==> src/rtl/uart_pkg.sv <==
`default_nettype none
// ============================================================================
// Module      : uart_pkg
// Description : Shared UART types, config field positions and decode helpers.
// Revision    : 1.0 - initial release
// ============================================================================
package uart_pkg;

  typedef enum logic [2:0] {
    IDLE   = 3'd0,
    START  = 3'd1,
    DATA   = 3'd2,
    PARITY = 3'd3,
    STOP   = 3'd4
  } tx_state_e;

  localparam logic [1:0] PAR_NONE = 2'b00;
  localparam logic [1:0] PAR_EVEN = 2'b01;
  localparam logic [1:0] PAR_ODD  = 2'b10;

  localparam int DIV_LSB  = 0;
  localparam int DIV_MSB  = 15;
  localparam int PAR_LSB  = 16;
  localparam int STOP_BIT = 18;

  localparam logic [31:0] CONF_RESET = 32'h0000_0060;
  localparam int          MIN_DIV    = 2;

  // A divisor below MIN_DIV cannot produce a full bit period, so it is raised.
  function automatic logic [15:0] clamp_div(input logic [15:0] raw);
    return (raw < 16'(MIN_DIV)) ? 16'(MIN_DIV) : raw;
  endfunction

endpackage
`default_nettype wire

==> src/rtl/uart_baud_cnt.sv <==
`default_nettype none
// ============================================================================
// Module      : uart_baud_cnt
// Description : Loadable down-counter; tick is high while the count is zero.
// Revision    : 1.0 - initial release
// ============================================================================
module uart_baud_cnt #(
  parameter int WIDTH = 16
) (
  input  logic             clock,
  input  logic             reset,
  input  logic             load,
  input  logic [WIDTH-1:0] load_val,
  output logic             tick
);

  logic [WIDTH-1:0] r_count;

  always_ff @(posedge clock) begin
    if (!reset) begin
      r_count <= '0;
    end else if (load) begin
      r_count <= load_val;
    end else if (r_count != '0) begin
      r_count <= r_count - WIDTH'(1);
    end
  end

  assign tick = (r_count == '0);

endmodule
`default_nettype wire

==> src/rtl/uart_tx_frame.sv <==
`default_nettype none
// ============================================================================
// Module      : uart_tx_frame
// Description : UART transmit framer; config is shadowed once per frame.
// Revision    : 1.0 - initial release
// ============================================================================
module uart_tx_frame
  import uart_pkg::*;
#(
  parameter int CONFIG_WIDTH = 32,
  parameter int DATA_WIDTH   = 8
) (
  input  logic                    clock,
  input  logic                    reset,
  input  logic [CONFIG_WIDTH-1:0] conf_in,
  input  logic                    tx_req,
  input  logic [DATA_WIDTH-1:0]   tx_data,
  output logic                    tx_ack,
  output logic                    tx_busy,
  output logic                    tx_done,
  output logic                    txd
);

  localparam logic [2:0] c_last_bit = 3'(DATA_WIDTH - 1);

  tx_state_e             r_state;
  tx_state_e             w_next_state;
  logic [15:0]           r_div;
  logic                  r_par_en;
  logic                  r_par_bit;
  logic                  r_two_stop;
  logic                  r_stop_cnt;
  logic [2:0]            r_bit_cnt;
  logic [DATA_WIDTH-1:0] r_shift;
  logic                  r_ack;

  logic [15:0]           w_conf_div;
  logic [1:0]            w_conf_par;
  logic                  w_start;
  logic                  w_tick;
  logic                  w_load;
  logic [15:0]           w_load_val;
  logic                  w_last_stop;

  assign w_conf_div = clamp_div(conf_in[DIV_MSB:DIV_LSB]);
  assign w_conf_par = conf_in[PAR_LSB+1:PAR_LSB];
  assign w_start    = (r_state == IDLE) && tx_req;
  assign w_last_stop = !r_two_stop || r_stop_cnt;

  if (CONFIG_WIDTH > STOP_BIT + 1) begin : g_unused_conf
    logic w_unused_conf_hi;
    assign w_unused_conf_hi = ^conf_in[CONFIG_WIDTH-1:STOP_BIT+1];
  end

  // While idle the counter tracks the live config so START begins fully loaded.
  assign w_load     = (r_state == IDLE) || w_tick;
  assign w_load_val = (r_state == IDLE) ? (w_conf_div - 16'd1) : (r_div - 16'd1);

  uart_baud_cnt #(
    .WIDTH (16)
  ) u_baud_cnt (
    .clock    (clock),
    .reset    (reset),
    .load     (w_load),
    .load_val (w_load_val),
    .tick     (w_tick)
  );

  always_ff @(posedge clock) begin
    if (!reset) begin
      r_state <= IDLE;
    end else begin
      r_state <= w_next_state;
    end
  end

  always_comb begin
    w_next_state = r_state;
    txd          = 1'b1;
    tx_done      = 1'b0;
    case (r_state)
      IDLE: begin
        if (tx_req) w_next_state = START;
      end
      START: begin
        txd = 1'b0;
        if (w_tick) w_next_state = DATA;
      end
      DATA: begin
        txd = r_shift[0];
        if (w_tick && (r_bit_cnt == c_last_bit)) begin
          w_next_state = r_par_en ? PARITY : STOP;
        end
      end
      PARITY: begin
        txd = r_par_bit;
        if (w_tick) w_next_state = STOP;
      end
      STOP: begin
        if (w_tick && w_last_stop) begin
          tx_done      = 1'b1;
          w_next_state = IDLE;
        end
      end
      default: w_next_state = IDLE;
    endcase
  end

  always_ff @(posedge clock) begin
    if (!reset) begin
      r_div      <= clamp_div(CONF_RESET[DIV_MSB:DIV_LSB]);
      r_par_en   <= 1'b0;
      r_par_bit  <= 1'b0;
      r_two_stop <= CONF_RESET[STOP_BIT];
      r_stop_cnt <= 1'b0;
      r_bit_cnt  <= 3'd0;
      r_shift    <= '0;
      r_ack      <= 1'b0;
    end else begin
      r_ack <= w_start;
      if (w_start) begin
        r_div      <= w_conf_div;
        r_par_en   <= (w_conf_par == PAR_EVEN) || (w_conf_par == PAR_ODD);
        r_par_bit  <= (w_conf_par == PAR_ODD) ? ~(^tx_data) : (^tx_data);
        r_two_stop <= conf_in[STOP_BIT];
        r_shift    <= tx_data;
        r_bit_cnt  <= 3'd0;
        r_stop_cnt <= 1'b0;
      end
      if ((r_state == DATA) && w_tick) begin
        r_shift   <= {1'b0, r_shift[DATA_WIDTH-1:1]};
        r_bit_cnt <= r_bit_cnt + 3'd1;
      end
      if ((r_state == STOP) && w_tick) begin
        r_stop_cnt <= ~r_stop_cnt;
      end
    end
  end

  assign tx_ack  = r_ack;
  assign tx_busy = (r_state != IDLE);

endmodule
`default_nettype wire

==> config.mk <==
export PLATFORM = sky130hd
export DESIGN_NAME = uart_tx_frame
export DESIGN_NICKNAME = d
export VERILOG_FILES = /design/src/rtl/uart_pkg.sv /design/src/rtl/uart_baud_cnt.sv /design/src/rtl/uart_tx_frame.sv
export SDC_FILE = /design/constraint.sdc
export NUM_CORES = 1
export LEC_CHECK = 0
export CORE_ASPECT_RATIO = 1.5
export CORE_UTILIZATION = 35
export DETAILED_ROUTE_END_ITERATION = 10
export PLACE_DENSITY = 0.66
export REMOVE_ABC_BUFFERS = 1
export SYNTH_ARGS = -nofsm -noshare
export SYNTH_HDL_FRONTEND = slang
export SYNTH_SLANG_ARGS = --single-unit
==> constraint.sdc <==
create_clock -name clock -period 3.1 [get_ports clock]
set_clock_uncertainty 0.05 [all_clocks]
set_input_delay 0.62 -clock clock [delete_from_list [all_inputs] [get_ports clock]]
set_output_delay 0.62 -clock clock [all_outputs]
set_load 0.02 [all_outputs]
## Word level (Yosys, flattened, before mapping)

Cells that the tools add are included.

| storage, ports and cells | value |
|---|---|
| latch bits | 0 |
| memories kept | 0 |
| output and inout port bits | 4 |
| input bits | 43 |
| bits in writable memories | 0 |
| memory bits (read-only) | 0 |
| bits in registers | 51 |

| operators by class | value |
|---|---|
| $lt $le $gt $ge | 1 |
| multiply operators | 0 |
| reductions and logical operators | 19 |
| mux-type cells | 21 |
| div/mod/pow operators | 0 |
| bitwise gates (word level) | 3 |
| add/subtract/negate cells | 4 |
| shift operators | 0 |
| equality and inequality tests | 12 |

Operator list:

| kind | number |
|---|---|
| $mux W16 | 4 |
| $sub A16 B1 Y16 const B | 3 |
| $mux W3 | 8 |
| $logic_not A16 Y1 | 1 |
| $lt A16 B2 Y1 const B | 1 |
| $reduce_bool A16 Y1 | 1 |
| $pmux W3 S5 | 1 |
| $mux W7 | 2 |
| $ne A2 B2 Y1 const B | 5 |
| $reduce_xor A8 Y1 | 1 |
| $eq A3 B2 Y1 const B | 2 |
| $eq A3 B3 Y1 const B | 2 |
| $reduce_bool A2 Y1 | 3 |
| $logic_and A1 B1 Y1 | 5 |
| $mux W1 | 5 |
| $reduce_and A5 Y1 | 1 |
| $add A3 B1 Y3 const B | 1 |
| $eq A3 B1 Y1 const B | 1 |
| $logic_not A3 Y1 | 1 |
| $logic_or A1 B1 Y1 | 3 |
| $not A1 Y1 | 3 |
| $pmux W1 S3 | 1 |
| $reduce_bool A3 Y1 | 1 |
| $eq A2 B1 Y1 const B | 1 |
| other kinds (3) | 3 |

## Logic depth before layout (Yosys ltp)

Gate-level depths: netlist (run 1).

| depth | value |
|---|---|
| depth in word-level cells | 5 |
| depth in mapped cells | 12 |
| gate-level depth less buffers | 11 |

## Hierarchy

A second synthesis (run 1) with hierarchy kept.

| second synthesis, totals | value |
|---|---|
| cells, all modules | 399 |
| area total of the unflattened synthesis | 3,149.3 µm² |

By module, submodules not included:

| module | sequential area each (µm²) | times used | cells an instance | area each (µm²) |
|---|---|---|---|---|
| uart_tx_frame | 700.7 | 1 | 283 | 2,209.6 |
| uart_baud_cnt | 320.3 | 1 | 116 | 939.7 |

## Least setup slack after synthesis (run 1)

No wires, ideal clock.

| timing path | value |
|---|---|
| kind | input port to flip-flop |
| from | input conf_in[6] |
| to | register u_baud_cnt.r_count[14] |
| stages | 10 |
| path buffers | 0 |
| data required time | 2.991 ns |
| arrival | 2.387 ns |
| setup slack | 0.604 ns |
| path through | nor3_1 > nand3_1 > o21ai_0 > a21oi_1 > inv_1 > ha_1 > o311a_2 > nand3_2 > or4_1 > nand2_1 |

| between the ends | value |
|---|---|
| longest elaborated chain between the ends | 5 |

RTL lines:

| element | line | RTL |
|---|---|---|
| start: declaration | uart_tx_frame.sv:15 | `input logic [CONFIG_WIDTH-1:0] conf_in,` |
| $lt A16 B2 Y1 | uart_pkg.sv:31 | `return (raw < 16'(MIN_DIV)) ? 16'(MIN_DIV) : raw;` |
| $mux W16 (*) | uart_pkg.sv:31 |  |
| $sub A16 B1 Y16 (*) | uart_tx_frame.sv:57 | `assign w_load_val = (r_state == IDLE) ? (w_conf_div - 16'd1) : (r_div - 16'd1);` |
| $mux W16 (*) | uart_tx_frame.sv:57 |  |
| $mux W16 (*) | uart_baud_cnt.sv:22 | `end else if (load) begin` |
| end signal: assignment | uart_baud_cnt.sv:23 | `r_count <= load_val;` |
| end signal: assignment | uart_baud_cnt.sv:25 | `r_count <= r_count - WIDTH'(1);` |
| end: declaration | uart_baud_cnt.sv:17 | `logic [WIDTH-1:0] r_count;` |

Every way passes the cells marked *; elsewhere a longest branch is shown, timed or not.
A chain may end at the register's enable or synchronous reset.

## Worst setup path after layout (run 1)

| timing path | value |
|---|---|
| from | input conf_in[2] |
| to | register u_baud_cnt.r_count[14] |

The elaborated chain is that of the path after synthesis.

==> results of run 1 <==
sequential cells by signal (all words and copies together) (netlist names):
register	flops
r_bit_cnt	3
r_state	3
r_div	16
tx_ack	1
u_baud_cnt.r_count	16
r_shift	8
r_stop_cnt	1
r_par_bit	1
r_par_en	1
r_two_stop	1
worst max-delay path, delay by kind of cell:
family	cells	cell delay [ps]
AOI/OAI and AO/OA	3	630
and+or+nand+nor	5	1090
adders and majority gates	1	220
buffers and inverters	2	530
layout make-up:
class                   count  area [µm²]  area share (%)
multi-input cells         271        1630            46.1
flip-flops and latches     51        1020            29.0
repair buffers             65         571            16.2
clock buffers               6         129            3.66
well taps                 102         128            3.62
clock inverters             1        30.0           0.852
inverters                   6        22.5           0.639
cell families after synthesis:
| kind of cell | count (synthesis) | synth area share [%] |
|---|---|---|
| compound gates | 99 | 24.0 |
| xor+xnor | 11 | 3.44 |
| fa+ha+maj | 4 | 1.78 |
| buf+inv | 32 | 6.07 |
| flops | 51 | 36.4 |
| mux | 9 | 3.39 |
| simple gates | 148 | 24.9 |
what timing repair did:
item	4_1_cts	5_1_grt
endpoints found under the setup margin	0	1
hold endpoints to repair	0	0
resized for setup	0	1
final timing paths:
kind	slack, ps	endpoint
worst min register to register	400	r_two_stop
worst max-delay path	200	u_baud_cnt.r_count[14]
worst max register to register	450	u_baud_cnt.r_count[14]
worst min-delay path	400	r_two_stop
placed cells by master, fill, tap and decap left out, types with 3 or more instances in the layout:
cell type / synthesis / layout
o211ai_1: 6 / 6
mux2i_1: 5 / 5
xor2_1: 3 / 3
xnor2_1: 8 / 8
or3_1: 6 / 6
o21ai_1: 3 / 3
buf_4: 5 / 32
a311oi_1: 9 / 9
o31ai_1: 4 / 4
nor3_1: 12 / 12
dfxtp_1: 51 / 51
inv_1: 5 / 5
o41ai_1: 4 / 4
ha_1: 4 / 4
a21oi_1: 33 / 33
nor2_1: 32 / 32
or2_2: 3 / 3
a31oi_1: 7 / 7
clkdlybuf4s50_1: 0 / 33
clkbuf_16: 0 / 5
a41oi_1: 4 / 4
o21ai_0: 9 / 9
or4_1: 5 / 5
nand2_1: 60 / 60
nand3_1: 10 / 10
nand2b_1: 3 / 3
per-stage QoR:
stage                     setup TNS (ps)  setup slack, ps  total power [mW]
after CTS                              0              118              1.91
after detailed placement            -326             -116              1.30
after global placement              -111            -51.2              1.29
after global routing                   0             36.1              2.01
final                                  0              199              1.91
after floorplan                    -2020             -455              1.08
power by group through the flow:
stage               clock, mW  sequential (mW)  combinational (mW)
CTS                     0.626            0.764               0.524
floorplan                   0            0.764               0.313
global route            0.652            0.773               0.585
finish                  0.618            0.766               0.526
global placement            0            0.777               0.514
detailed placement          0            0.779               0.520
per-layer routing:
layer	track usage [%]	wire length [µm]	part of all wire (%)
met1	21.4	3120	42
met3	3.53	279	3.7
met5	0	0	0
met4	6.92	165	2.2
met2	34.5	3910	52
==> run summary, run 1 <==
Switching Power: 0.583 mW
Critical path capture point type: flop
Cell Chain, Critical Path: clkdlybuf4s50_1, nor3_1, nand3_1, o21ai_0, a21oi_1, inv_1, ha_1, o311a_2, nand3_2, or4_1, nand2_1
DRC viols: 0
Antenna Cells: 0
Top-Level Pins: 47
CP max-delay cell: clkdlybuf4s50_1
Largest net degree at the start of global routing: 24
Die Height: 112 µm
Min Hold Slack: 404 ps
Post-synth top area cell: dfxtp_1
RSZ-0062 raised after global routing: no
Total track usage: 19.1%
Post-layout minimum cycle time: 2900 ps
Mean Syn Cell Area: 7.92 µm²
Hold Path Depth: 2
TritonCTS clock tree: done
Core area: 7710 µm²
Final wirelength: 7480 µm
Top-area cell type share of the netlist area: 36.4%
Synth top cells by count: 60 x nand2_1, 51 x dfxtp_1, 33 x a21oi_1
Critical path's largest stage delay: 450 ps
Vias: 2794
Design area: 3530 µm²
Vias per inst: 5.57
Std-Cell Rows: 39
Skew-Pair Late Insertion Delay: 290 ps
CP Data Required Time: 3290 ps
Yosys Warn Count: 0
Slew HR: 55.9%
Setup violators final: 0
Die Footprint: 8380 µm²
Switching share of power: 30.5%
Post-Synthesis Cell Area: 2800 µm²
Wirelength per Cell: 14.9 µm
Max cap viols: 0
Status: finished clean
Final core utilization: 45.7%
Min-Delay Startpoint: r_two_stop
Synth area leaders: dfxtp_1 36%, nand2_1 8.0%, a21oi_1 5.9%
Ys flop type: dfxtp_1
Routability-driven placement congestion ratio: 0.813
Number of global-route vias before repair: 2807
CP Class: in2reg
Fmax: 345 MHz
Chip Width: 75.1 µm
Yosys cell types: 57
FILL cells: 814
Grt ovf: 0
Num CTS Buffers: 5
Final hold violations: 0
DP Cell Count: 495
Final Non-Filler Cells: 502
H-tree Lvls: 2
Fin. max-slew vios: 0
Clk pin slew, worst setup/hold paths: 70 ps
Post-detail-place hpwl: 5420 µm
Maximum vdd drop: 0.000253 V
Pwr dens: 542 nW/µm²
Sequential element share of the synthesized area: 36.4%
Final critical-path share of the clock period: 93.6%
Root Driver: clkbuf_16
Reg power frac: 40.1%
CP startpoint kind: input pin
EDFF count, synth: 0
Count leader, synth: nand2_1
Postcts setup bufs: 0
R2r worst-path depth: 10
IO buf count: 33
Drt pass-1 iters: 4
Cell-internal power: 1.33 mW
Max clock buf depth: 2
Cts hold-fix bufs: 0
Combinational fraction of design power: 27.6%
P&R area growth vs syn: 25.7%
Share of cells above drive strength 1: 13.0%
Ys async rst share: 0%
ANT nets after route: 0
Initial Utilization: 36.4%
Clock power frac: 32.3%
Least-Margin Pin Slew: 661 ps
1st-iter DRT viols: 148
Crit-path max FO: 4
Clock sink count: 51
First-pass GRT wire length: 12500 µm
Worst setup path startpoint: conf_in[2]
Nets: 447
Leak Pwr: 1.31 nW
Arr. time, crit path: 3090 ps
Initial antenna violation count: 0
Register bit total from synthesis: 51
Hold/Removal Path Class: reg2reg
Post-placement cell area: 3360 µm²
Cells after synthesis: 354
Worst r2r src: r_state[0]
Power figures use the tool's default switching activity.
==> run 2, diff against run 1 <==
--- a/config.mk
+++ b/config.mk
@@ -7,9 +7,11 @@
 export LEC_CHECK = 0
 export CORE_ASPECT_RATIO = 1.5
 export CORE_UTILIZATION = 35
+export CTS_CLUSTER_DIAMETER = 100
 export DETAILED_ROUTE_END_ITERATION = 10
 export PLACE_DENSITY = 0.66
 export REMOVE_ABC_BUFFERS = 1
+export SLEW_MARGIN = 5
 export SYNTH_ARGS = -nofsm -noshare
 export SYNTH_HDL_FRONTEND = slang
 export SYNTH_SLANG_ARGS = --single-unit
==> results of run 2 <==
Final layout, timing and power as in run 1 (identical DEF).
==> run 3, diff against run 2 <==
--- a/config.mk
+++ b/config.mk
@@ -5,9 +5,11 @@
 export SDC_FILE = /design/constraint.sdc
 export NUM_CORES = 1
 export LEC_CHECK = 0
+export ABC_AREA = 1
+export CAP_MARGIN = 20
 export CORE_ASPECT_RATIO = 1.5
 export CORE_UTILIZATION = 35
-export CTS_CLUSTER_DIAMETER = 100
+export CTS_CLUSTER_DIAMETER = 200
 export DETAILED_ROUTE_END_ITERATION = 10
 export PLACE_DENSITY = 0.66
 export REMOVE_ABC_BUFFERS = 1
==> run summary, run 3 <==
XOR/XNOR share of the synthesized area: 2.47%
Synth top cells by count: 111 x nand2_1, 52 x nor2_1, 51 x dfxtp_1
Grt ovf: 0
Wirelength per Cell: 12.6 µm
Clock sink count: 51
IO buf count: 33
EDFF count, synth: 0
Nets: 514
Post-detail-place hpwl: 5360 µm
Final worst slack: 395 ps
Top-area cell type share of the netlist area: 35.9%
Sequential element share of the synthesized area: 35.9%
Commonest non-fill, non-tap cell in the layout: nand2_1
Final TNS setup: 0 ps
Post-CTS sizing: 0
Least-Margin Pin Slew: 541 ps
Fmax: 370 MHz
1st-iter DRT viols: 206
Yosys Warn Count: 0
Postcts setup bufs: 0
Clk pin slew, worst setup/hold paths: 60 ps
Clock power frac: 20.6%
Post-synthesis mux area share: 0%
Mean Syn Cell Area: 6.59 µm²
Final hold violations: 0
Final Non-Filler Cells: 570
Post-synthesis adder-cell area fraction: 1.76%
Die Footprint: 8490 µm²
Critical path capture point type: output pin
Routability-driven placement congestion ratio: 0.896
Chip Width: 75.6 µm
Final wirelength: 7200 µm
Top-Level Pins: 47
Status: finished clean
Min-Delay Startpoint: r_two_stop
Synth area leaders: dfxtp_1 36%, nand2_1 15%, nand3_1 7.9%
Register bit total from synthesis: 51
Setup violators final: 0
Switching share of power: 45.4%
Max clock buf depth: 2
Fin. max-slew vios: 0
Post-Synthesis Cell Area: 2840 µm²
Share of cells above drive strength 1: 9.40%
Cell-internal power: 1.92 mW
CP Class: reg2out
Commonest cells after routing, fill and taps aside: 111 x nand2_1, 52 x nor2_1, 51 x dfxtp_1
Yosys cell types: 36
CP Data Required Time: 2430 ps
Ys async rst share: 0%
Synth Area in Simple Gates: 36.4%
Post-synth top area cell: dfxtp_1
Core area: 7760 µm²
Maximum vdd drop: 0.000444 V
Number of global-route vias before repair: 2659
Largest net degree at the start of global routing: 30
Final core utilization: 44.9%
First-pass GRT wire length: 12100 µm
Reg power frac: 26.6%
Cells after synthesis: 431
P&R area growth vs syn: 22.7%
CP startpoint kind: flop
DRC viols: 0
Final critical-path share of the clock period: 87.3%
Drt pass-1 iters: 4
Hold/Removal Path Class: reg2reg
Initial antenna violation count: 0
Top Registers: r_div: 16 flops, u_baud_cnt.r_count: 16 flops, r_shift: 8 flops
Ys flop type: dfxtp_1
Total track usage: 18.8%
TritonCTS clock tree: done
Cts hold-fix bufs: 0
RSZ-0062 raised after global routing: no
Std-Cell Rows: 39
Vias per inst: 5.03
Antenna Cells: 0
Synth Area in Compound Gates: 14.5%
Switching Power: 1.59 mW
Slew HR: 63.7%
Root Driver: clkbuf_16
Min Hold Slack: 403 ps
Skew-Pair Late Insertion Delay: 300 ps
ANT nets after route: 0
Pwr dens: 1010 nW/µm²
Leak Pwr: 1.51 nW
Combinational fraction of design power: 52.9%
Worst r2r src: r_state[0]
Num CTS Buffers: 5
Max cap viols: 0
Largest family of logic cells by synthesized area: simple AND/OR/NAND/NOR gates
Vias: 2865
Post-layout minimum cycle time: 2710 ps
H-tree Lvls: 2
DP Cell Count: 562
Worst setup path startpoint: u_baud_cnt.r_count[14]
Crit-path max FO: 9
Die Height: 112 µm
Count leader, synth: nand2_1
Initial Utilization: 36.6%
Arr. time, crit path: 2040 ps
Pre-CTS setup slack: 183 ps
-- run 3: power by group through the flow --
stage               Clock, mW  Sequential (mW)  Combinational [mW]
floorplan                   0            0.926                1.32
global placement            0            0.940                1.82
detailed placement          0            0.945                1.85
CTS                     0.730            0.931                1.86
global route            0.756            0.952                2.08
finish                  0.722            0.932                1.85
-- run 3: cell type report --
class / instances / area (µm²)
fillers: 797 / 4270
inverters: 42 / 158
multi-input cells: 322 / 1570
clock inverters: 3 / 67.6
flip-flops and latches: 51 / 1020
well taps: 102 / 128
clock buffers: 5 / 125
repair buffers: 45 / 420
-- run 3: final timing paths --
| check | end | slack [ps] | depth (start not counted) |
|---|---|---|---|
| setup / recovery | tx_done | 390 | 8 |
| hold / removal | r_two_stop | 400 | 2 |
| setup reg to reg | r_par_en | 840 | 8 |
| hold reg to reg | r_two_stop | 400 | 2 |
-- run 3: cells by family after synthesis --
family	count (synthesis)
simple gates	235
compound gates	75
buf+inv	58
xor+xnor	8
fa+ha+maj	4
flops	51
-- run 3: metrics by stage --
stage / cell area (µm²) / total power [mW]
6_report: 3490 / 3.51
5_1_grt: 3490 / 3.79
4_1_cts: 3490 / 3.52
3_5_place_dp: 3290 / 2.79
3_3_place_gp: 3290 / 2.76
2_1_floorplan: 2750 / 2.25
-- run 3: worst max-delay path, cell delays in order (launching register included) --
cell and delay (ps):
dfxtp_1 310, nor2_1 130, nand2_1 80, nor2_2 150, nand2_2 190, inv_1 110
nand2_1 80, nor2_1 90, clkdlybuf4s50_1 600
-- run 3: routing by layer --
layer  vias to the layer above  global-route usage (%)  part of all wire, %
met2                        69                    32.8                   52
met4                         0                    9.51                  4.1
li1                       1468                       -                    -
met3                        17                    3.05                  3.7
met5                         -                       0                    0
met1                      1311                    21.2                   41
==> variant (config.mk and constraints of run 1) <==
Reset style: asynchronous (`reset`), changed in 3 clocked blocks.
--- a/src/rtl/uart_baud_cnt.sv
+++ b/src/rtl/uart_baud_cnt.sv
@@ -16,7 +16,7 @@
 
   logic [WIDTH-1:0] r_count;
 
-  always_ff @(posedge clock) begin
+  always_ff @(posedge clock or negedge reset) begin
     if (!reset) begin
       r_count <= '0;
     end else if (load) begin
--- a/src/rtl/uart_tx_frame.sv
+++ b/src/rtl/uart_tx_frame.sv
@@ -66,7 +66,7 @@
     .tick     (w_tick)
   );
 
-  always_ff @(posedge clock) begin
+  always_ff @(posedge clock or negedge reset) begin
     if (!reset) begin
       r_state <= IDLE;
     end else begin
@@ -106,7 +106,7 @@
     endcase
   end
 
-  always_ff @(posedge clock) begin
+  always_ff @(posedge clock or negedge reset) begin
     if (!reset) begin
       r_div      <= clamp_div(CONF_RESET[DIV_MSB:DIV_LSB]);
       r_par_en   <= 1'b0;
Behaviour: differs if reset is asserted again (counterexample within 4 cycles, from zero or initial values and one cycle with reset low); with reset held inactive, the same outputs for 10 cycles.
==> variant against run 1 <==
Sequential cell count did not move; synthesized cell count fell by 12%; worst setup slack got worse by 0.10 ns; cell count fell by 11%; fmax fell by 3.4%; area after synthesis did not move; first-iteration DRC count fell by 47%; core utilization fell by 1.4 points; worst hold slack got worse by 0.12 ns; non-clock buffer count fell by 19; cell area fell by 3.0%; routed wire length fell by 15%; die area did not move.
Power is not compared: it rests on default switching activity, and its combinational part moved more than twofold at a synthesized area within 25%.
==> variant: results (changes against run 1) <==
* Register area share after synthesis at 0.4560 (+0.09192)
* Critical path arrival at 2.33 ns (-0.76 ns)
* Flop-to-flop setup slack at 0.30 ns (-0.15 ns)
* Critical Path Max Stage Delay at 0.58 ns (+0.13 ns)
* Clock edge transition at the registers on the reported setup and hold paths at 0.07 ns (about the same)
* Drt pass-1 iters at 4 (unchanged)
* Commonest cells post-synth: 84 x nand2_1, 49 x dfrtp_1, 20 x o21ai_0
* Clock buffers at 8 (+2)
* M3 GR Usage at 0.02172 (-0.01357)
* Worst-Skew Late Latency at 0.29 ns (about the same)
* Mux cell area share after synthesis at 0.02900 (-0.004909)
* Clk cell area share at 0.04574 (+0.0006697)
* Maximum fanout along the worst path at 3 (-1)
* CP startpoint: u_baud_cnt.r_count[8]$_DFFE_PN0P_
* # H-tree levels at 2 (unchanged)
* Status: finished clean
* Largest cells by area after synthesis: dfrtp_1 44%, nand2_1 11%, xnor2_1 4.4%, o21ai_0 3.6%, mux2i_1 2.5%
* Reg2reg path depth at 10 (unchanged)
* Detailed Route WL at 6349 um (-15%)
* DR WL met2 at 3292 um (-16%)
* Multi-input logic area at 0.001404 mm2 (-14%)
* GRT met1 Usage at 0.2130 (-0.001127)
* Largest net degree at the start of global routing at 29 (+21%)
* Hold Crit Class: input port to asynchronous set/reset pin
* First-pass GRT wire length at 10,720 um (-14%)
* Highest metal used: met4
* Port bufs at 33 (unchanged)
* Routability cong. at 0.8663 (+6.6%)
* Clock power frac at 0.414
* Layout Nets at 393 (-12%)
* Non-CTS inverters at 8 (+2)
* Compound-cell area share of the yosys netlist at 0.1432 (-0.09639)
* Slew HR at 0.6080 (+0.04861)
* Leak pwr at 1.528 nW
* Fillers at 794 (-2.5%)
* #MultiIn Comb at 234 (-14%)
* Ys flop type: dfrtp_1
* Async SR Flop Fraction at 1.000 (+1.000)
* Root buf cell: clkbuf_16
* R2r startpoint: u_baud_cnt.r_count[8]$_DFFE_PN0P_
* M2 GR Usage at 0.2781 (-0.06727)
* RR Endpoint: u_baud_cnt.r_count[10]$_DFFE_PN0P_
* Synth cell types at 52 (-8.8%)
* Vias in the first global route at 2,230 (-21%)
* GRT Overall Usage at 0.1669 (-0.02416)
* Layout cells sized above 1 at 0.1182 (-0.01184)
* Met1 wire length at 2727 um (-13%)
* Fraction of area in registers at 0.3739 (+0.08438)
* DP HPWL at 4633 um (-15%)
* CP max-delay cell: or4_1
* Post-CTS sizing at 1 (+1)
* Vias/cell at 5.069 (-8.9%)
* Top delay family on crit path: simple AND/OR/NAND/NOR gates
* Number of non-clock buffers at 46 (-29%)
* XOR/XNOR Fraction of Synth Area at 0.06560 (+0.03124)
* Initial DRC Count at 78 (-47%)
* WL met3 at 178 um (-36%)
* Buffer share of cell area at 0.1237 (-0.03814)
==> variant: how the worst max path moves through the flow <==
| stage | endpoint | slack (ns) | cells past startpoint |
|---|---|---|---|
| finish | tx_done | 0.1 | 6 |
| global route | tx_done | 0.02 | 6 |
| CTS | tx_done | 0.04 | 6 |
| detailed placement | tx_done | 0.08 | 6 |
| global placement | tx_done | 0.14 | 6 |
| floorplan | u_baud_cnt.r_count[10]$_DFFE_PN0P_ | 0.16 | 8 |
==> variant: stage by stage <==
| step | setup slack [ns] | instance area, um2 | std cells | hold WS, ns | total power, W |
|---|---|---|---|---|---|
| floorplan | 0.1592 | 2708 | 293 | 0.2744 | 0.0007583 |
| global placement | 0.1357 | 3258 | 441 | 0.4087 | 0.0008314 |
| global route | 0.02142 | 3420 | 449 | 0.3246 | 0.001447 |
| detailed placement | 0.08184 | 3258 | 441 | 0.4122 | 0.0008325 |
| CTS | 0.03934 | 3413 | 449 | 0.2954 | 0.001409 |
| finish | 0.09548 | 3420 | 449 | 0.2788 | 0.001399 |
